<file path="src/rtl/up_down_counter.sv">
// Signed up/down counter with programmable signed step and signed-overflow detection.
// Define UDC_SATURATE_EN to clamp on overflow instead of wrapping.
module up_down_counter #(
    parameter int WIDTH = 3
) (
    input  logic             clk,
    input  logic             rst_n,
    input  logic             up,
    input  logic             dn,
    input  logic [WIDTH-1:0] b,
    output logic [WIDTH-1:0] count
);

    localparam int MSB = WIDTH - 1;

    logic [WIDTH-1:0] next_increment;
    logic [WIDTH-1:0] next_decrement;
    logic             overflow_up;
    logic             overflow_dn;
    logic [WIDTH-1:0] count_next;

    assign next_increment = count + b;
    assign next_decrement = count - b;

    // Same-sign operands whose result flips sign mean the true sum left the range.
    assign overflow_up = (count[MSB] == b[MSB]) && (next_increment[MSB] != count[MSB]);
    assign overflow_dn = (count[MSB] != b[MSB]) && (next_decrement[MSB] != count[MSB]);

`ifdef UDC_SATURATE_EN
    localparam logic [WIDTH-1:0] SAT_MAX = {1'b0, {(WIDTH-1){1'b1}}};
    localparam logic [WIDTH-1:0] SAT_MIN = {1'b1, {(WIDTH-1){1'b0}}};

    always_comb begin
        count_next = count;
        if (up && !dn) begin
            if (overflow_up) begin
                count_next = b[MSB] ? SAT_MIN : SAT_MAX;
            end else begin
                count_next = next_increment;
            end
        end else if (dn && !up) begin
            // Subtracting a negative step overflows upward, a positive one downward.
            if (overflow_dn) begin
                count_next = b[MSB] ? SAT_MAX : SAT_MIN;
            end else begin
                count_next = next_decrement;
            end
        end
    end
`else
    always_comb begin
        count_next = count;
        if (up && !dn) begin
            count_next = next_increment;
        end else if (dn && !up) begin
            count_next = next_decrement;
        end
    end
`endif

    always_ff @(posedge clk) begin
        if (!rst_n) begin
            count <= '0;
        end else begin
            count <= count_next;
        end
    end

endmodule

</file>
<file path="config.mk">
export PLATFORM = sky130hd
export DESIGN_NAME = up_down_counter
export DESIGN_NICKNAME = d
export VERILOG_FILES = /design/src/rtl/up_down_counter.sv
export SDC_FILE = /design/constraint.sdc
export NUM_CORES = 1
export LEC_CHECK = 0
export ABC_AREA = 1
export BUFFER_PORTS_ARGS = -buffer_cell sky130_fd_sc_hd__buf_2
export CAP_MARGIN = 20
export CORE_AREA = 3 3 40 42
export DETAILED_ROUTE_END_ITERATION = 8
export DIE_AREA = 0 0 43 45
export GPL_ROUTABILITY_DRIVEN = 0
export SKIP_LAST_GASP = 1
export SLEW_MARGIN = 30
export SYNTH_ARGS = -nofsm -noshare
export SYNTH_HDL_FRONTEND = slang
export SYNTH_SLANG_ARGS = --single-unit
</file>
<file path="constraint.sdc">
create_clock -name clk -period 2.1 [get_ports clk]
set_input_delay 0.42 -clock clk [delete_from_list [all_inputs] [get_ports clk]]
set_output_delay 0.42 -clock clk [all_outputs]
set_load 0.005 [all_outputs]
</file>
==> impl_metrics.csv, run 1 <==
group,metric,value,unit
placement,io_buffers,9,
yosys,synth_top_area_share,23.9,%
yosys,synthesis.area,251,µm²
cells_and_area,final.fill_count,155,
drt,viasPerCell,3.73,
clock_network,cts.htree.levels,1,
grt,grt_first_pass_wirelength,1040,µm
timing,fin_crit_sh,79.5,%
clock_network,clockBufferDepth,2,
yosys,syn_nets,49,
pwr,intPower,0.000165,W
die,start_util,19.6,%
critical_path,required,2.26,ns
grt,antenna_found_initial,0,
hold_path,min_delay_path_depth,3,
timing,finClkSkew,0.0000362,ns
cells_and_area,fin_nets,63,
timing,worst_slew_pin_slew,0.245,ns
grt,grtUsageTotal,7.33,%
critical_path,rr_endpoint,"count[2]",
yosys,yosysWarnings,0,
drt,post_drt_wl_per_cell,7.85,µm
drt,drc,0,
critical_path,critPathMaxFanout,2,
clock_network,postCtsHoldBufs,0,
clock_network,clk_latency,0.23,ns
cells_and_area,reg_top3,"count x3",
hold_path,hp-class,"input port to register",
yosys,synth_cell_types,13,
die,die_y,45,µm
cells_and_area,antenna_cells,0,
critical_path,path_cells,"buf_2 > inv_1 > ha_1 > o21ai_0 > fa_1 > inv_1 > nand2_2 > nand3_1 > nand3_1 > nand2_1 > inv_1 > nor2_1",
critical_path,cpMostUsedCell,"inv_1",
critical_path,cp_data_arrival_time,1.83,ns
yosys,synth-seq-cells,3,
die,die_area,1940,µm²
critical_path,cp_slowest_stage_delay,0.43,ns
cells_and_area,synthToLayoutAreaGrowth,35.8,%
pwr,powerDensity,686,nW/µm²
cells_and_area,largest_register,"count",
hold_path,min_to,"count[2]",
grt,grt-ovfl-total,0,
cells_and_area,largest_reg_flops,3,
pwr,combPwrFrac,27.8,%
critical_path,worst_path_max_delay_cell,"fa_1",
clock_network,cts_sinks,3,
die,rows,13,
outcome,status,"finished clean",
clock_network,cts_tree,"done",
timing,fmax,599,MHz
yosys,synthCells,38,
pwr,ir_worst_vdd,0.206,mV
timing,drv_slew,0,
clock_network,cts_buffers,3,
critical_path,reg2reg_slack,0.61,ns
yosys,syn_area_per_cell,6.62,µm²
hold_path,holdCritStartpoint,"rst_n",
timing,relSlewSlack,83.5,%
drt,dr.pass1.iters,4,
yosys,yosysTopAreaCell,"dfxtp_1",
clock_network,postCtsSetupBuffers,0,
die,core_area,1280,µm²
job,cap_violations,0,
cells_and_area,drive_gt1_share,31.4,%
drt,num_vias,246,
critical_path,timing.rr.start,"count[0]",
timing,rsz0062_at_grt,"no",
clock_network,clk_pin_slew_worst_paths,0.04,ns
critical_path,critPathTopFamily,"adder cells",
pwr,power_frac_clock,42.2,%
timing,period_minus_slack,1.67,ns
timing,hold_viol,0,
grt,grt_max_degree,6,
clock_network,ctsResizeCount,0,
die,pin_count,10,
drt,dr.first_iter.drc_count,4,
yosys,yosysSeqAreaShare,23.9,%
clock_network,root_buffer,"clkbuf_4",
grt,grt_pass1_vias,289,
pwr,swShare,29.4,%
yosys,yosys-top-cells-area,"dfxtp_1 24%, inv_1 16%, ha_1 15%, fa_1 8.0%, nand2_1 7.5%",
drt,routed_wl,518,µm
critical_path,path_class,"input port to register",
pwr,p_sw,0.0000690,W
pwr,power,0.000234,W
drt,antenna_left,0,
critical_path,reg2reg_depth,10,
pwr,pwr-share-seq,30.0,%
die,die-width,43,µm
timing,setup_violations,0,
critical_path,crit_buf_inv,4,
timing,fin_tns_setup,0,ns
pwr,leakage,0.203,nW
placement,dpl.hpwl,427,µm
critical_path,worstSetupStartpointType,"input port",
critical_path,end_kind,"register",
[kinds of logic (layout without fill, tap and decap cells)]
kind of cell	after synthesis	count (layout)	synth area share (%)
AO/OA/AOI/OAI	4	4	7.96
buffers and inverters	13	26	19.4
flip-flops	3	3	23.9
adder cells (fa/ha/maj)	4	4	22.9
AND/OR/NAND/NOR	14	14	25.9
[worst max path at each step]
| stage | start | to | slack (ns) | cells past startpoint |
|---|---|---|---|---|
| floorplan | b[1] | count[2] | 0.39 | 12 |
| global placement | b[0] | count[2] | 0.22 | 12 |
| detailed placement | b[0] | count[2] | 0.21 | 12 |
| CTS | b[0] | count[2] | 0.44 | 12 |
| global route | b[0] | count[2] | 0.24 | 12 |
| finish | b[0] | count[2] | 0.43 | 12 |
[synth_stat cells]
cell type,count
inv_1,11
nand2_1,5
dfxtp_1,3
ha_1,3
nand2_2,3
nor2_1,3
o21ai_0,3
nand3_1,2
a21oi_1,1
clkinv_1,1
fa_1,1
inv_2,1
nand4_1,1
[worst register-to-register path: cells and delay by family (launching register included)]
family	cells	cell delay [ns]
buffers and inverters	3	0.17
DFF	1	0.34
adders and majority gates	2	0.54
and+or+nand+nor	5	0.37
[cell type report]
| class | count | area [µm²] | share of cell area, % |
|---|---|---|---|
| sequential | 3 | 60.1 | 17.6 |
| inverter | 13 | 48.8 | 14.3 |
| clock buffer | 4 | 26.3 | 7.69 |
| timing repair buffer | 9 | 45.0 | 13.2 |
| tap | 15 | 18.8 | 5.49 |
| multi-input combinational | 22 | 143 | 41.8 |
[metrics by stage]
stage,utilization [%],cell area (µm²),std cells,setup slack [ns],hold WS (ns)
after global placement,24.5,315,62,0.220,0.499
after floorplan,-,251,38,0.392,0.499
final,26.6,342,66,0.432,0.461
after CTS,26.6,342,66,0.438,0.445
after detailed placement,24.5,315,62,0.207,0.503
after global routing,26.6,342,66,0.244,0.474
[cell usage in the layout, fill, tap and decap left out]
cell / count
a21oi_1: 1
nand3_1: 2
clkbuf_4: 3
clkbuf_1: 1
nor2_1: 3
ha_1: 3
o21ai_0: 3
nand4_1: 1
inv_2: 1
nand2_1: 5
fa_1: 1
inv_1: 11
nand2_2: 3
clkinv_1: 1
buf_2: 9
dfxtp_1: 3
[layer usage]
metal,global-route usage (%),wire length (µm),vias up
li1,-,-,137
met1,6.99,223,104
met2,12.6,265,5
met3,1.99,29,0
met4,7.23,0,0
met5,0,0,-
[power by group through the flow]
stage               Combinational [W]  Sequential (W)  Clock (W)
floorplan                   0.0000422       0.0000720          0
global placement            0.0000641       0.0000712          0
detailed placement          0.0000644       0.0000711          0
CTS                         0.0000662       0.0000703   0.000106
global route                0.0000801       0.0000718   0.000109
finish                      0.0000652       0.0000703  0.0000990
No activity file was read; power rests on OpenSTA's default activity.
==> inputs of run 2 (changes only) <==
==> constraint.sdc (replaced) <==
create_clock -name clk -period 1.47 [get_ports clk]
set_input_delay 0.294 -clock clk [delete_from_list [all_inputs] [get_ports clk]]
set_output_delay 0.294 -clock clk [all_outputs]
set_load 0.005 [all_outputs]
==> run 2 against run 1 <==
  * Sequential cell count stayed put
  * Clock skew hardly changed
  * Non-clock buffer count is 1 higher
  * Hold slack worse by 0.15 ns
  * Clock power is 43% higher
  * Sequential power is 47% higher
  * Via count is 5.7% higher
  * Combinational power is 79% higher
  * Cell area is 18% higher
  * Critical endpoint unchanged
  * Highest routed layer is now met4
==> impl_metrics.csv, run 2 (synthesized netlist as in run 1, its figures left out) <==
group,metric,value,unit
critical_path,path_class,"register to register",
drt,dr.first_iter.drc_count,4,
drt,num_vias,260,
critical_path,end_kind,"register",
timing,drv_slew,0,
cells_and_area,synthToLayoutAreaGrowth,60.7,%
pwr,ir_worst_vdd,0.466,mV
timing,worst_slew_pin_slew,0.143,ns
pwr,leakage,0.208,nW
clock_network,postCtsSetupBuffers,0,
critical_path,worstSetupStartpointType,"register",
critical_path,required,1.60,ns
grt,grt_first_pass_wirelength,979,µm
clock_network,ctsResizeCount,0,
clock_network,cts_tree,"done",
critical_path,cp_slowest_stage_delay,0.40,ns
grt,grtUsageTotal,7.08,%
clock_network,clockBufferDepth,2,
job,cap_violations,0,
critical_path,cpMostUsedCell,"nand2_2",
die,die_y,45,µm
clock_network,clk_pin_slew_worst_paths,0.04,ns
timing,relSlewSlack,90.4,%
cells_and_area,drive_gt1_share,59.6,%
clock_network,cts.htree.levels,1,
timing,fmax,703,MHz
cells_and_area,largest_reg_flops,3,
drt,routed_wl,499,µm
timing,fin_tns_setup,0,ns
grt,grt_max_degree,6,
grt,grt-ovfl-total,0,
placement,io_buffers,9,
die,die-width,43,µm
drt,antenna_left,0,
drt,dr.pass1.iters,4,
critical_path,critPathMaxFanout,3,
die,die_area,1940,µm²
cells_and_area,final_common_cell,"buf_2",
hold_path,hp-class,"input port to register",
cells_and_area,largest_register,"count",
drt,post_drt_wl_per_cell,7.45,µm
clock_network,clk_latency,0.23,ns
cells_and_area,antenna_cells,0,
die,start_util,19.6,%
timing,finClkSkew,0.000473,ns
clock_network,root_buffer,"clkbuf_4",
clock_network,cts_buffers,3,
placement,dpl.hpwl,417,µm
drt,drc,0,
die,rows,13,
clock_network,cts_sinks,3,
critical_path,cp_data_arrival_time,1.55,ns
cells_and_area,reg_top3,"count x3",
outcome,status,"finished clean",
grt,antenna_found_initial,0,
grt,grt_pass1_vias,265,
drt,viasPerCell,3.88,
timing,hold_viol,0,
die,core_area,1280,µm²
clock_network,postCtsHoldBufs,0,
timing,setup_violations,0,
cells_and_area,final_cell_mix,"9 x buf_2, 7 x inv_1, 5 x nand2_2",
critical_path,path_cells,"ha_4 > inv_2 > fa_2 > inv_2 > nand2_2 > nand2_2 > nand2_2 > nand3_2 > nand2_1 > inv_1 > nor2_1",
timing,rsz0062_at_grt,"yes",
pwr,power,0.000362,W
pwr,powerDensity,896,nW/µm²
cells_and_area,fin_nets,64,
timing,fin_crit_sh,96.8,%
critical_path,worst_path_max_delay_cell,"fa_2",
timing,period_minus_slack,1.42,ns
die,pin_count,10,
-- run 2: cell type report --
type	count	area, µm²
Clock buffer	4	26.3
Fill cell	155	881
Inverter	13	51.3
Multi-Input combinational cell	22	191
Sequential cell	3	63.8
Tap cell	15	18.8
Timing Repair Buffer	10	52.6
-- run 2: path summary, 6_finish.rpt --
check             cells past startpoint     start  slack (ns)       end
setup reg to reg                     11  count[0]        0.05  count[2]
setup / recovery                     11  count[0]        0.05  count[2]
hold reg to reg                       2  count[0]        0.52  count[0]
hold / removal                        3     rst_n        0.31  count[2]
-- run 2: worst max-delay path: cells and delay by family (launching register included) --
family | cells | cell delay [ns]
AND/OR/NAND/NOR | 6 | 0.30
adder cells (fa/ha/maj) | 2 | 0.53
buffers and inverters | 3 | 0.13
flip-flops | 1 | 0.35
-- run 2: stage by stage --
step                setup WS (ns)  instance area, µm²  util, %  hold slack (ns)  std cells
floorplan                 0.00841                 288        -            0.419         38
global placement           -0.159                 359     27.9            0.499         63
detailed placement         -0.163                 359     27.9            0.510         63
CTS                       0.00900                 385     30.0            0.315         67
global route              -0.0510                 404     31.5            0.326         67
finish                     0.0471                 404     31.5            0.311         67
-- run 2: power breakdown --
part	switching (W)	internal, W	total [W]
combinational	0.0000618	0.0000556	0.000117
sequential	0.00000903	0.0000941	0.000103
clock	0.0000402	0.000102	0.000142
total	0.000111	0.000251	0.000362
-- run 2: layer usage --
layer	global-route usage (%)	vias to the layer above	part of all wire (%)
li1	-	139	-
met4	9.04	0	2.8
met3	1.99	2	5.8
met2	10.8	7	48
met5	0	-	0
met1	7.00	112	42
==> inputs of run 3 (changes only) <==
--- a/config.mk
+++ b/config.mk
@@ -5,7 +5,6 @@
 export SDC_FILE = /design/constraint.sdc
 export NUM_CORES = 1
 export LEC_CHECK = 0
-export ABC_AREA = 1
 export BUFFER_PORTS_ARGS = -buffer_cell sky130_fd_sc_hd__buf_2
 export CAP_MARGIN = 20
 export CORE_AREA = 3 3 40 42
==> run 3 against run 2 <==
  * The run now ends with negative setup slack left
  * Synthesized area shrank 8.5%
  * Final cell count shrank 15%
  * Critical path depth shrank 3
  * Clock power grew 3%
  * Combinational power grew 14%
  * Synthesized cell count shrank 34%
  * Wire length shrank 1.0%
  * Critical path type is now input port to register
  * Critical endpoint unchanged
==> impl_metrics.csv, run 3 <==
group,metric,value,unit
outcome,status,"finished, violations left",
outcome,violations,"negative setup slack",
pwr,leakage,0.200,nW
cells_and_area,final_common_cell,"buf_2",
drt,drc,0,
critical_path,required,1.63,ns
clock_network,cts_sinks,3,
die,die_area,1940,µm²
drt,num_vias,225,
placement,io_buffers,9,
timing,fin_ws,-0.0917,ns
timing,fin_tns_setup,-0.0917,ns
clock_network,cts_buffers,3,
yosys,synthesis.area,230,µm²
critical_path,worstSetupStartpointType,"input port",
cells_and_area,final_cell_mix,"7 x buf_2, 4 x buf_4, 3 x mux2i_1, 3 x clkbuf_4, 3 x dfxtp_1",
timing,fin_hold_ws,0.307,ns
yosys,postSynth.asyncResetShare,0,%
timing,hold_viol,0,
clock_network,postCtsHoldBufs,0,
yosys,synth_top_area_share,26.1,%
timing,rsz0062_at_grt,"yes",
drt,antenna_left,0,
yosys,synth-seq-cells,3,
grt,grt-ovfl-total,0,
yosys,syn_area_per_cell,9.21,µm²
hold_path,hp-class,"input port to register",
die,rows,13,
die,die-width,43,µm
critical_path,path_class,"input port to register",
hold_path,min_to,"count[1]",
pwr,ir_worst_vdd,0.459,mV
clock_network,clk_latency,0.23,ns
cells_and_area,antenna_cells,0,
drt,routed_wl,494,µm
pwr,powerDensity,899,nW/µm²
cells_and_area,synthToLayoutAreaGrowth,83.2,%
yosys,yosys-top-cells-area,"dfxtp_1 26%, mux2i_1 17%, ha_1 16%, fa_1 8.7%, inv_1 8.2%",
drt,post_drt_wl_per_cell,8.67,µm
cells_and_area,fin_nets,54,
grt,antenna_found_initial,0,
yosys,synthTopCellsByCount,"5 x inv_1, 4 x mux2i_1, 3 x dfxtp_1, 3 x ha_1, 2 x nand2_1",
drt,viasPerCell,3.95,
clock_network,root_buffer,"clkbuf_4",
yosys,synthCells,25,
hold_path,holdCritStartpoint,"rst_n",
critical_path,rr_endpoint,"count[2]",
drt,dr.pass1.iters,2,
yosys,yosysMostFrequentCell,"inv_1",
critical_path,end_kind,"register",
clock_network,postCtsSetupBuffers,0,
yosys,synth_edf_count,0,
timing,drv_slew,0,
grt,grtUsageTotal,7.10,%
placement,dpl_cell_area,372,µm²
job,cap_violations,0,
timing,fin_crit_sh,106,%
yosys,yosysWarnings,0,
clock_network,cts_tree,"done",
die,start_util,17.9,%
clock_network,cts.htree.levels,1,
cells_and_area,stdcell_area,422,µm²
critical_path,critPathMaxFanout,3,
cells_and_area,largest_register,"count",
critical_path,timing.rr.start,"count[0]",
clock_network,clockBufferDepth,2,
yosys,yosysSeqAreaShare,26.1,%
timing,period_minus_slack,1.56,ns
cells_and_area,drive_gt1_share,57.1,%
timing,fmax,640,MHz
yosys,synth_cell_types,13,
grt,grt_first_pass_wirelength,917,µm
grt,grt_pass1_vias,225,
critical_path,cp_data_arrival_time,1.72,ns
die,die_y,45,µm
cells_and_area,largest_reg_flops,3,
timing,relSlewSlack,84.3,%
yosys,syn_nets,36,
grt,grt_max_degree,5,
placement,dpl.hpwl,394,µm
critical_path,reg2reg_depth,6,
timing,finClkSkew,0.00110,ns
timing,worst_slew_pin_slew,0.229,ns
critical_path,reg2reg_slack,-0.08,ns
yosys,synth-main-ff-cell,"dfxtp_1",
yosys,yosysTopAreaCell,"dfxtp_1",
hold_path,min_delay_path_depth,2,
drt,dr.first_iter.drc_count,2,
die,core_area,1280,µm²
timing,setup_violations,1,
cells_and_area,reg_top3,"count x3",
clock_network,clk_pin_slew_worst_paths,0.04,ns
die,pin_count,10,
## run 3: changes by cell type after synthesis, sizes merged, moves of 2 or more
| cell | change |
|---|---|
| inv | -7 |
| mux2i | +4 |
| nand2 | -6 |
| nand3 | -2 |
| nor2 | -3 |
| o21ai | -2 |
## run 3: critical path, cell delays in order
cell	delay, ns
buf_2	0.08
inv_2	0.04
ha_4	0.16
mux2i_2	0.15
fa_2	0.38
xnor2_2	0.14
mux2i_1	0.28
mux2i_1	0.20
## run 3: timing repair
action	in CTS	in global routing
endpoints found under the setup margin	1	2
pin swaps	2	0
hold endpoints to repair	0	0
resized for setup	7	0
## run 3: logic make-up after synthesis
kind of cell	synth area share [%]
adder cells (fa/ha/maj)	25.0
multiplexers	17.4
XOR/XNOR	3.81
buffers and inverters	8.15
flip-flops	26.1
AND/OR/NAND/NOR	14.1
AO/OA/AOI/OAI	5.43
## run 3: stage by stage
stage / worst slack [ns] / std cells / util [%] / power (W)
after floorplan: -0.125 / 25 / - / 0.000175
after global routing: -0.174 / 57 / 32.8 / 0.000418
final: -0.0917 / 57 / 32.8 / 0.000379
after global placement: -0.398 / 53 / 28.9 / 0.000224
after CTS: -0.0857 / 57 / 32.8 / 0.000390
after detailed placement: -0.397 / 53 / 28.9 / 0.000227
## run 3: worst max-delay path by stage
stage,from,to,depth (start not counted)
2_1_floorplan,b[0],count[2],7
3_3_place_gp,b[0],count[2],8
3_5_place_dp,b[0],count[2],8
4_1_cts,b[0],count[2],8
5_1_grt,count[0],count[2],6
6_report,dn,count[2],8
## run 3: final cells by class
class	instances	area [µm²]
sequential	3	60.1
clock buffer	4	26.3
tap	15	18.8
timing repair buffer	13	95.1
fill	135	863
multi-input combinational	17	190
inverter	5	31.3
## run 3: layer usage
metal,vias to the layer above,track usage [%],routed length [µm]
met3,0,4.38,40
li1,114,-,-
met1,104,6.81,213
met5,-,0,0
met4,0,7.23,0
met2,7,10.2,241
## run 3: power by group
group | total, W | switching, W | internal [W]
Clock | 0.000146 | 0.0000439 | 0.000102
Sequential | 0.000101 | 0.00000648 | 0.0000942
Combinational | 0.000133 | 0.0000538 | 0.0000789
